--- src/rtl/sim_ctrl_slv.sv ---
// Simulation-control register slave: per-hart TOHOST aggregation, cycle counter,
// watchdog and finish handshake. Define SIM_CTRL_PUTC_EN to enable the PUTC console port.
module sim_ctrl_slv #(
  parameter int unsigned NUM_HART       = 3,
  parameter int unsigned ADDR_W         = 8,
  parameter int unsigned DRAIN_CYCLES   = 16,
  parameter int unsigned TIMEOUT_CYCLES = 0
) (
  input  logic              clk,
  input  logic              sys_rst,
  input  logic              req_valid,
  output logic              req_ready,
  input  logic              req_write,
  input  logic [ADDR_W-1:0] req_addr,
  input  logic [31:0]       req_wdata,
  output logic              rsp_valid,
  input  logic              rsp_ready,
  output logic [31:0]       rsp_rdata,
  output logic              sim_finish,
  output logic              sim_pass,
  output logic [31:0]       sim_code,
  output logic              putc_valid,
  output logic [7:0]        putc_data
);

  localparam int unsigned DATA_W  = 32;
  localparam int unsigned CYC_W   = 64;
  localparam int unsigned DRAIN_W = 32;

  localparam logic [ADDR_W-1:0] ADDR_CYC_LO = ADDR_W'(32'h40);
  localparam logic [ADDR_W-1:0] ADDR_CYC_HI = ADDR_W'(32'h44);
  localparam logic [ADDR_W-1:0] ADDR_STATUS = ADDR_W'(32'h48);
  localparam logic [ADDR_W-1:0] ADDR_PUTC   = ADDR_W'(32'h4C);

  localparam logic [DATA_W-1:0] TIMEOUT_CODE = 32'hDEAD_0000;
  localparam logic [31:0]       TIMEOUT_LAST = 32'(TIMEOUT_CYCLES - 1);

  typedef enum logic [1:0] {
    ST_RUN     = 2'd0,
    ST_DRAIN   = 2'd1,
    ST_FINISH  = 2'd2,
    ST_TIMEOUT = 2'd3
  } state_t;

  state_t               state_q, state_d;
  logic [DRAIN_W-1:0]   drain_q, drain_d;
  logic [CYC_W-1:0]     cycle_q;
  logic [DATA_W-1:0]    cyc_hi_q;
  logic [DATA_W-1:0]    tohost_q [NUM_HART];
  logic [NUM_HART-1:0]  done_q;
  logic [NUM_HART-1:0]  fail_c;
  logic [NUM_HART-1:0]  tohost_we_c;
  logic [NUM_HART-1:0]  done_set_c;
  logic                 all_done_c;
  logic                 acc_c;
  logic                 wr_acc_c;
  logic                 rd_acc_c;
  logic [DATA_W-1:0]    rdata_c;
  logic [DATA_W-1:0]    fail_code_c;
  logic                 finish_d;
  logic                 pass_d;
  logic [DATA_W-1:0]    code_d;

  assign req_ready = !rsp_valid || rsp_ready;
  assign acc_c     = req_valid && req_ready;
  assign wr_acc_c  = acc_c && req_write;
  assign rd_acc_c  = acc_c && !req_write;

  // TOHOST write decode; a hart's word freezes once it has reported done
  always_comb begin
    tohost_we_c = '0;
    done_set_c  = '0;
    for (int unsigned h = 0; h < NUM_HART; h++) begin
      if (wr_acc_c && req_addr == ADDR_W'(4 * h) && !done_q[h]) begin
        tohost_we_c[h] = 1'b1;
        done_set_c[h]  = req_wdata[0];
      end
    end
  end

  // Includes the write landing this cycle so a final report beats a same-cycle timeout
  assign all_done_c = &(done_q | done_set_c);

  always_comb begin
    fail_c      = '0;
    fail_code_c = 32'd1;
    for (int unsigned h = 0; h < NUM_HART; h++) begin
      fail_c[h] = done_q[h] && (tohost_q[h] != 32'd1);
    end
    for (int unsigned i = 0; i < NUM_HART; i++) begin
      if (fail_c[NUM_HART-1-i]) fail_code_c = tohost_q[NUM_HART-1-i];
    end
  end

  // Read mux
  always_comb begin
    rdata_c = '0;
    for (int unsigned h = 0; h < NUM_HART; h++) begin
      if (req_addr == ADDR_W'(4 * h)) rdata_c = tohost_q[h];
    end
    case (req_addr)
      ADDR_CYC_LO: rdata_c = cycle_q[31:0];
      ADDR_CYC_HI: rdata_c = cyc_hi_q;
      ADDR_STATUS: rdata_c = {14'd0, state_q, 8'(fail_c), 8'(done_q)};
      default:     ;
    endcase
  end

  always_ff @(posedge clk or posedge sys_rst) begin
    if (sys_rst) begin
      cycle_q  <= '0;
      cyc_hi_q <= '0;
      done_q   <= '0;
      for (int unsigned h = 0; h < NUM_HART; h++) tohost_q[h] <= '0;
    end else begin
      cycle_q <= cycle_q + CYC_W'(1);
      done_q  <= done_q | done_set_c;
      for (int unsigned h = 0; h < NUM_HART; h++) begin
        if (tohost_we_c[h]) tohost_q[h] <= req_wdata;
      end
      if (rd_acc_c && req_addr == ADDR_CYC_LO) cyc_hi_q <= cycle_q[63:32];
    end
  end

  // Single outstanding response; rdata holds until the consumer takes it
  always_ff @(posedge clk or posedge sys_rst) begin
    if (sys_rst) begin
      rsp_valid <= 1'b0;
      rsp_rdata <= '0;
    end else if (acc_c) begin
      rsp_valid <= 1'b1;
      rsp_rdata <= req_write ? '0 : rdata_c;
    end else if (rsp_ready) begin
      rsp_valid <= 1'b0;
    end
  end

  always_ff @(posedge clk or posedge sys_rst) begin
    if (sys_rst) begin
      state_q    <= ST_RUN;
      drain_q    <= '0;
      sim_finish <= 1'b0;
      sim_pass   <= 1'b0;
      sim_code   <= '0;
    end else begin
      state_q    <= state_d;
      drain_q    <= drain_d;
      sim_finish <= finish_d;
      sim_pass   <= pass_d;
      sim_code   <= code_d;
    end
  end

  always_comb begin
    state_d  = state_q;
    drain_d  = drain_q;
    finish_d = sim_finish;
    pass_d   = sim_pass;
    code_d   = sim_code;
    case (state_q)
      ST_RUN: begin
        if (all_done_c) begin
          state_d = ST_DRAIN;
          drain_d = DRAIN_W'(DRAIN_CYCLES);
        end else if (TIMEOUT_CYCLES != 0 && cycle_q[31:0] == TIMEOUT_LAST) begin
          state_d  = ST_TIMEOUT;
          finish_d = 1'b1;
          pass_d   = 1'b0;
          code_d   = TIMEOUT_CODE;
        end
      end
      ST_DRAIN: begin
        if (drain_q == '0) begin
          state_d  = ST_FINISH;
          finish_d = 1'b1;
          pass_d   = (fail_c == '0);
          code_d   = fail_code_c;
        end else begin
          drain_d = drain_q - DRAIN_W'(1);
        end
      end
      default: ;
    endcase
  end

`ifdef SIM_CTRL_PUTC_EN
  always_ff @(posedge clk or posedge sys_rst) begin
    if (sys_rst) begin
      putc_valid <= 1'b0;
      putc_data  <= '0;
    end else begin
      putc_valid <= wr_acc_c && req_addr == ADDR_PUTC;
      if (wr_acc_c && req_addr == ADDR_PUTC) putc_data <= req_wdata[7:0];
    end
  end
`else
  assign putc_valid = 1'b0;
  assign putc_data  = '0;
`endif

endmodule

--- config.mk ---
export PLATFORM = sky130hd
export DESIGN_NAME = sim_ctrl_slv
export DESIGN_NICKNAME = d
export VERILOG_FILES = /design/src/rtl/sim_ctrl_slv.sv
export SDC_FILE = /design/constraint.sdc
export NUM_CORES = 1
export LEC_CHECK = 0
export CAP_MARGIN = 20
export CORE_ASPECT_RATIO = 0.75
export CORE_UTILIZATION = 44
export CTS_CLUSTER_SIZE = 16
export DETAILED_ROUTE_END_ITERATION = 6
export GPL_TIMING_DRIVEN = 0
export PLACE_DENSITY = 0.73
export SETUP_SLACK_MARGIN = 0.1
export SLEW_MARGIN = 40
export SYNTH_ARGS = -nofsm -noshare
export SYNTH_HDL_FRONTEND = slang
export SYNTH_SLANG_ARGS = --single-unit
export TNS_END_PERCENT = 30
--- constraint.sdc ---
create_clock -name clk -period 10.31 [get_ports clk]
set_clock_uncertainty 0.15 [all_clocks]
set_input_delay 2.062 -clock clk [delete_from_list [all_inputs] [get_ports clk]]
set_output_delay 2.062 -clock clk [all_outputs]
set_load 0.02 [all_outputs]
==> impl_results.html, run 1 <==
<table>
<tr><th>Metric</th><th>Value</th></tr>
<tr><th colspan="2">Logic synthesis</th></tr>
<tr><td>Number of warning messages in the yosys log</td><td>0</td></tr>
<tr><td>Fraction of synthesis flops using an asynchronous set or reset pin</td><td>100%</td></tr>
<tr><td>Most used flip-flop cell after synthesis</td><td>sky130_fd_sc_hd__dfrtp_1</td></tr>
<tr><td>Synthesis-stage register bit count</td><td>296</td></tr>
<tr><td>Mean post-synth cell area</td><td>11.0 sq um</td></tr>
<tr><td>Post-synthesis sequential area ratio</td><td>52.9%</td></tr>
<tr><td>Count of flip-flops with a built-in enable after synthesis</td><td>0</td></tr>
<tr><td>Synth unique cells</td><td>67</td></tr>
<tr><td>Post-Synthesis Cell Area</td><td>14,000 sq um</td></tr>
<tr><td>Instance count of the mapped netlist</td><td>1,276</td></tr>
<tr><th colspan="2">Cells and area</th></tr>
<tr><td>Final net count</td><td>1,487</td></tr>
<tr><td>ANT cells</td><td>0</td></tr>
<tr><td>Most used cells in the layout excluding fill and tap cells</td><td>296 x sky130_fd_sc_hd__dfrtp_1, 134 x sky130_fd_sc_hd__o21ai_0, 128 x sky130_fd_sc_hd__nand2_1</td></tr>
<tr><td>Commonest non-fill, non-tap cell in the layout</td><td>sky130_fd_sc_hd__dfrtp_1</td></tr>
<tr><td>P&amp;R area growth vs syn</td><td>22.6%</td></tr>
<tr><td>Fraction of final layout cells sized beyond drive strength 1</td><td>16.0%</td></tr>
<tr><th colspan="2">STA</th></tr>
<tr><td>Setup-failing EPs final</td><td>0</td></tr>
<tr><td>Relative slew margins</td><td>44.1%</td></tr>
<tr><td>Worst-case setup margin in the final layout</td><td>4.72 ns</td></tr>
<tr><td>RSZ-0062 raised after global routing</td><td>no</td></tr>
<tr><td>Hold Vio Cnt, Final</td><td>0</td></tr>
<tr><td>Accumulated negative setup slack</td><td>0 ns</td></tr>
<tr><td>Max Transition Viols Final</td><td>0</td></tr>
<tr><td>Post-layout minimum cycle time</td><td>5.59 ns</td></tr>
<tr><td>Maximum clock frequency</td><td>179 MHz</td></tr>
<tr><td>Final period utilization</td><td>54.3%</td></tr>
<tr><td>Slew at the pin closest to its max-slew limit</td><td>0.832 ns</td></tr>
<tr><th colspan="2">Clock network</th></tr>
<tr><td>CTS Buf Count</td><td>30</td></tr>
<tr><td>Clock-pin slew of the registers on the worst-case setup and hold paths</td><td>0.06 ns</td></tr>
<tr><td>Worst skew pair latency</td><td>0.57 ns</td></tr>
<tr><td>Clk sink count</td><td>296</td></tr>
<tr><td>Bufs on Longest Clock Path</td><td>3</td></tr>
<tr><td>CTS tree</td><td>built</td></tr>
<tr><td># Post-CTS Setup Buffers</td><td>0</td></tr>
<tr><td>Root buffer cell</td><td>sky130_fd_sc_hd__clkbuf_16</td></tr>
<tr><td>Number of levels in the clock H-tree</td><td>1</td></tr>
<tr><td># hold bufs at CTS</td><td>0</td></tr>
<tr><td>Post-CTS sizing</td><td>0</td></tr>
<tr><th colspan="2">GRT</th></tr>
<tr><td>Overflow left after global routing</td><td>0</td></tr>
<tr><td>Vias in the first global route</td><td>11,319</td></tr>
<tr><td>Global-route wire length before repair</td><td>68,800 um</td></tr>
<tr><td>Pin count of the biggest net entering global routing</td><td>27</td></tr>
<tr><td>Number of antenna violations at the first check in global routing</td><td>0</td></tr>
<tr><td>Global Route Usage Sum</td><td>27.6%</td></tr>
<tr><th colspan="2">Power and ir drop</th></tr>
<tr><td>Max rail drop VDD</td><td>0.122 mV</td></tr>
<tr><td>Power Dens Cells</td><td>149 nW/um^2</td></tr>
<tr><td>Total leakage power</td><td>7.37 nW</td></tr>
<tr><th colspan="2">Worst setup path</th></tr>
<tr><td>Number of stages on the worst setup path</td><td>3</td></tr>
<tr><td>Crit path kind</td><td>input pin to primary output</td></tr>
<tr><td>Worst Setup Start Kind</td><td>input pin</td></tr>
<tr><td>Worst R2R Start</td><td>drain_q[10]$_DFFE_PP0P_</td></tr>
<tr><td>Category of the worst setup path capture point</td><td>primary output</td></tr>
<tr><td>Cell depth of the worst flop-to-flop path</td><td>7</td></tr>
<tr><td>Termination of the worst setup path</td><td>req_ready</td></tr>
<tr><td>Cell with the largest stage delay on the worst path</td><td>sky130_fd_sc_hd__clkdlybuf4s50_1</td></tr>
<tr><td>Kind of cell adding the most delay to the critical path</td><td>buffers and inverters</td></tr>
<tr><td>Crit path launch</td><td>rsp_ready</td></tr>
<tr><td>Req. time, crit path</td><td>8.10 ns</td></tr>
<tr><td>Worst R2R Setup Slack</td><td>7.00 ns</td></tr>
<tr><td>Reg2reg end</td><td>drain_q[12]$_DFFE_PP0P_</td></tr>
<tr><td>Cell chain of the critical path</td><td>clkdlybuf4s50_1 &gt; nand2b_1 &gt; clkdlybuf4s50_1</td></tr>
<tr><td>Most common cell type on the critical path</td><td>sky130_fd_sc_hd__clkdlybuf4s50_1</td></tr>
<tr><td>Signal arrival time at the worst endpoint</td><td>3.38 ns</td></tr>
<tr><td>Delay of the slowest cell on the worst path</td><td>0.64 ns</td></tr>
<tr><td>Buf/Inv on CP</td><td>2</td></tr>
<tr><td>Maximum fanout along the worst path</td><td>5</td></tr>
<tr><th colspan="2">Floorplan</th></tr>
<tr><td>Number of top-level pins</td><td>122</td></tr>
<tr><td>Die Span X</td><td>208 um</td></tr>
<tr><td>Placement Rows</td><td>56</td></tr>
<tr><td>Die H</td><td>156 um</td></tr>
<tr><td>Initial core utilization</td><td>44.8%</td></tr>
<tr><td>Die area</td><td>32,500 sq um</td></tr>
<tr><td>Core outline area</td><td>31,300 sq um</td></tr>
<tr><th colspan="2">Placed design</th></tr>
<tr><td>Minimum setup slack after placement</td><td>4.72 ns</td></tr>
<tr><td>Routability-driven placement congestion ratio</td><td>0.972</td></tr>
<tr><td>HPWL reported at the end of detailed placement</td><td>33,200 um</td></tr>
<tr><td>PortBufs</td><td>110</td></tr>
<tr><th colspan="2">Status</th></tr>
<tr><td>Run status</td><td>finished clean</td></tr>
<tr><th colspan="2">Route</th></tr>
<tr><td>Wirelength, routed</td><td>44,800 um</td></tr>
<tr><td>Detailed-route wire length per cell</td><td>23.9 um</td></tr>
<tr><td>DRC violations left</td><td>0</td></tr>
<tr><td>Vias</td><td>11,713</td></tr>
<tr><td>Detailed Route Iter0 Violations</td><td>1,444</td></tr>
<tr><td>Antenna violation net count after detailed routing</td><td>0</td></tr>
<tr><td>DR pass1 iterations</td><td>7</td></tr>
<tr><td>Vias per std cell</td><td>6.26</td></tr>
<tr><th colspan="2">Worst hold path</th></tr>
<tr><td>Class of the tightest hold or removal check</td><td>flop to flop</td></tr>
<tr><th colspan="2">Flow run</th></tr>
<tr><td>MaxCap Viol Count</td><td>0</td></tr>
</table>
-- worst min-delay path by stage --
stage | slack [ns] | from | endpoint | cells past startpoint
2_1_floorplan | 0.29 | cycle_q[63]$_DFF_PP0_ | cycle_q[63]$_DFF_PP0_ | 1
6_report | 0.32 | sim_finish$_DFFE_PP0P_ | sim_finish$_DFFE_PP0P_ | 1
3_5_place_dp | 0.31 | sim_finish$_DFFE_PP0P_ | sim_finish$_DFFE_PP0P_ | 1
5_1_grt | 0.35 | cycle_q[63]$_DFF_PP0_ | cycle_q[63]$_DFF_PP0_ | 1
3_3_place_gp | 0.30 | sim_finish$_DFFE_PP0P_ | sim_finish$_DFFE_PP0P_ | 1
4_1_cts | 0.33 | sim_finish$_DFFE_PP0P_ | sim_finish$_DFFE_PP0P_ | 1
-- state kept, by name (all words and copies together) (netlist names) --
name        flops
tohost_q       96
cycle_q        64
cyc_hi_q       32
drain_q        32
rsp_rdata      32
sim_code       32
done_q          3
state_q         2
rsp_valid       1
sim_finish      1
sim_pass        1
-- per-layer routing --
metal	up-vias	GRT usage, %	share of wire (%)
met2	703	38.0	41
met1	5824	40.9	43
li1	5096	-	-
met5	-	0	0
met4	0	8.18	2.8
met3	90	9.15	13
-- Yosys cell counts (all sizes together) (18+ instances only) --
master	count	area, sq um
clkbuf	67	255
o21ai	137	686
nor3	19	105
mux2	128	1440
a22oi	31	233
xnor2	47	412
a22o	18	158
buf	23	143
a31oi	18	128
nand4	23	144
nor4	32	221
and3	19	119
o211ai	40	300
dfrtp	296	7410
a222oi	29	290
nor2	30	115
nand2	128	480
nand3	27	135
-- worst register-to-register path: cells and delay by family, from the launching register on --
| family | cells | cell delay (ns) |
|---|---|---|
| AOI/OAI and AO/OA | 1 | 0.24 |
| buffers and inverters | 1 | 0.44 |
| DFF | 1 | 0.42 |
| and+or+nand+nor | 5 | 1.96 |
-- stage by stage --
stage | std cells | hold slack, ns | utilization, % | total power [mW] | area (sq um)
after global routing | 1870 | 0.350 | 54.9 | 2.62 | 17200
after global placement | 1800 | 0.303 | 50.0 | 1.30 | 15600
after floorplan | 1284 | 0.286 | - | 1.25 | 14000
after detailed placement | 1814 | 0.311 | 51.2 | 1.31 | 16000
after CTS | 1870 | 0.326 | 54.9 | 2.56 | 17100
final | 1870 | 0.316 | 54.9 | 2.55 | 17200
-- report_power, final --
part           switching [mW]  total, mW  internal [mW]
clock                   0.474       1.25          0.781
combinational          0.0648      0.110         0.0453
sequential             0.0147       1.18           1.17
total                   0.554       2.55           2.00
-- cell families after synthesis --
group                      synth area share [%]
xor gates and xnor gates                   3.88
other                                    0.0268
muxes                                      10.3
buffers and inverters                      3.17
and+or+nand+nor                            13.1
DFF                                        52.9
adders and majority gates                 0.179
AOI/OAI and AO/OA                          16.4
-- area by class of cell --
class,instances,area (sq um)
well taps,406,508
multi-input cells,886,6190
clock inverters,12,241
plain buffers,90,398
inverters,12,48.8
flip-flops and latches,296,7410
repair buffers,124,1460
clock buffers,44,905
fillers,2570,14100
(Power assumes the default switching activity.)
==> run 2, diff against run 1 <==
Clock period 10.31 ns to 4.68 ns, I/O delays scaled along.
==> results of run 2 <==
The final DEF is identical to that of run 1. Status: finished clean.
Among the figures that moved: setup slack after placement 4.72 ns -> 0.487 ns; setup slack after layout 4.72 ns -> 0.959 ns; start point of the critical path rsp_ready -> req_addr[5]; end point of the critical path req_ready -> rsp_rdata[28]$_DFFE_PP0N_; register-to-register setup slack 7.00 ns -> 1.37 ns; total power 2.55 mW -> 5.62 mW; worst IR drop on VDD 0.122 mV -> 0.269 mV
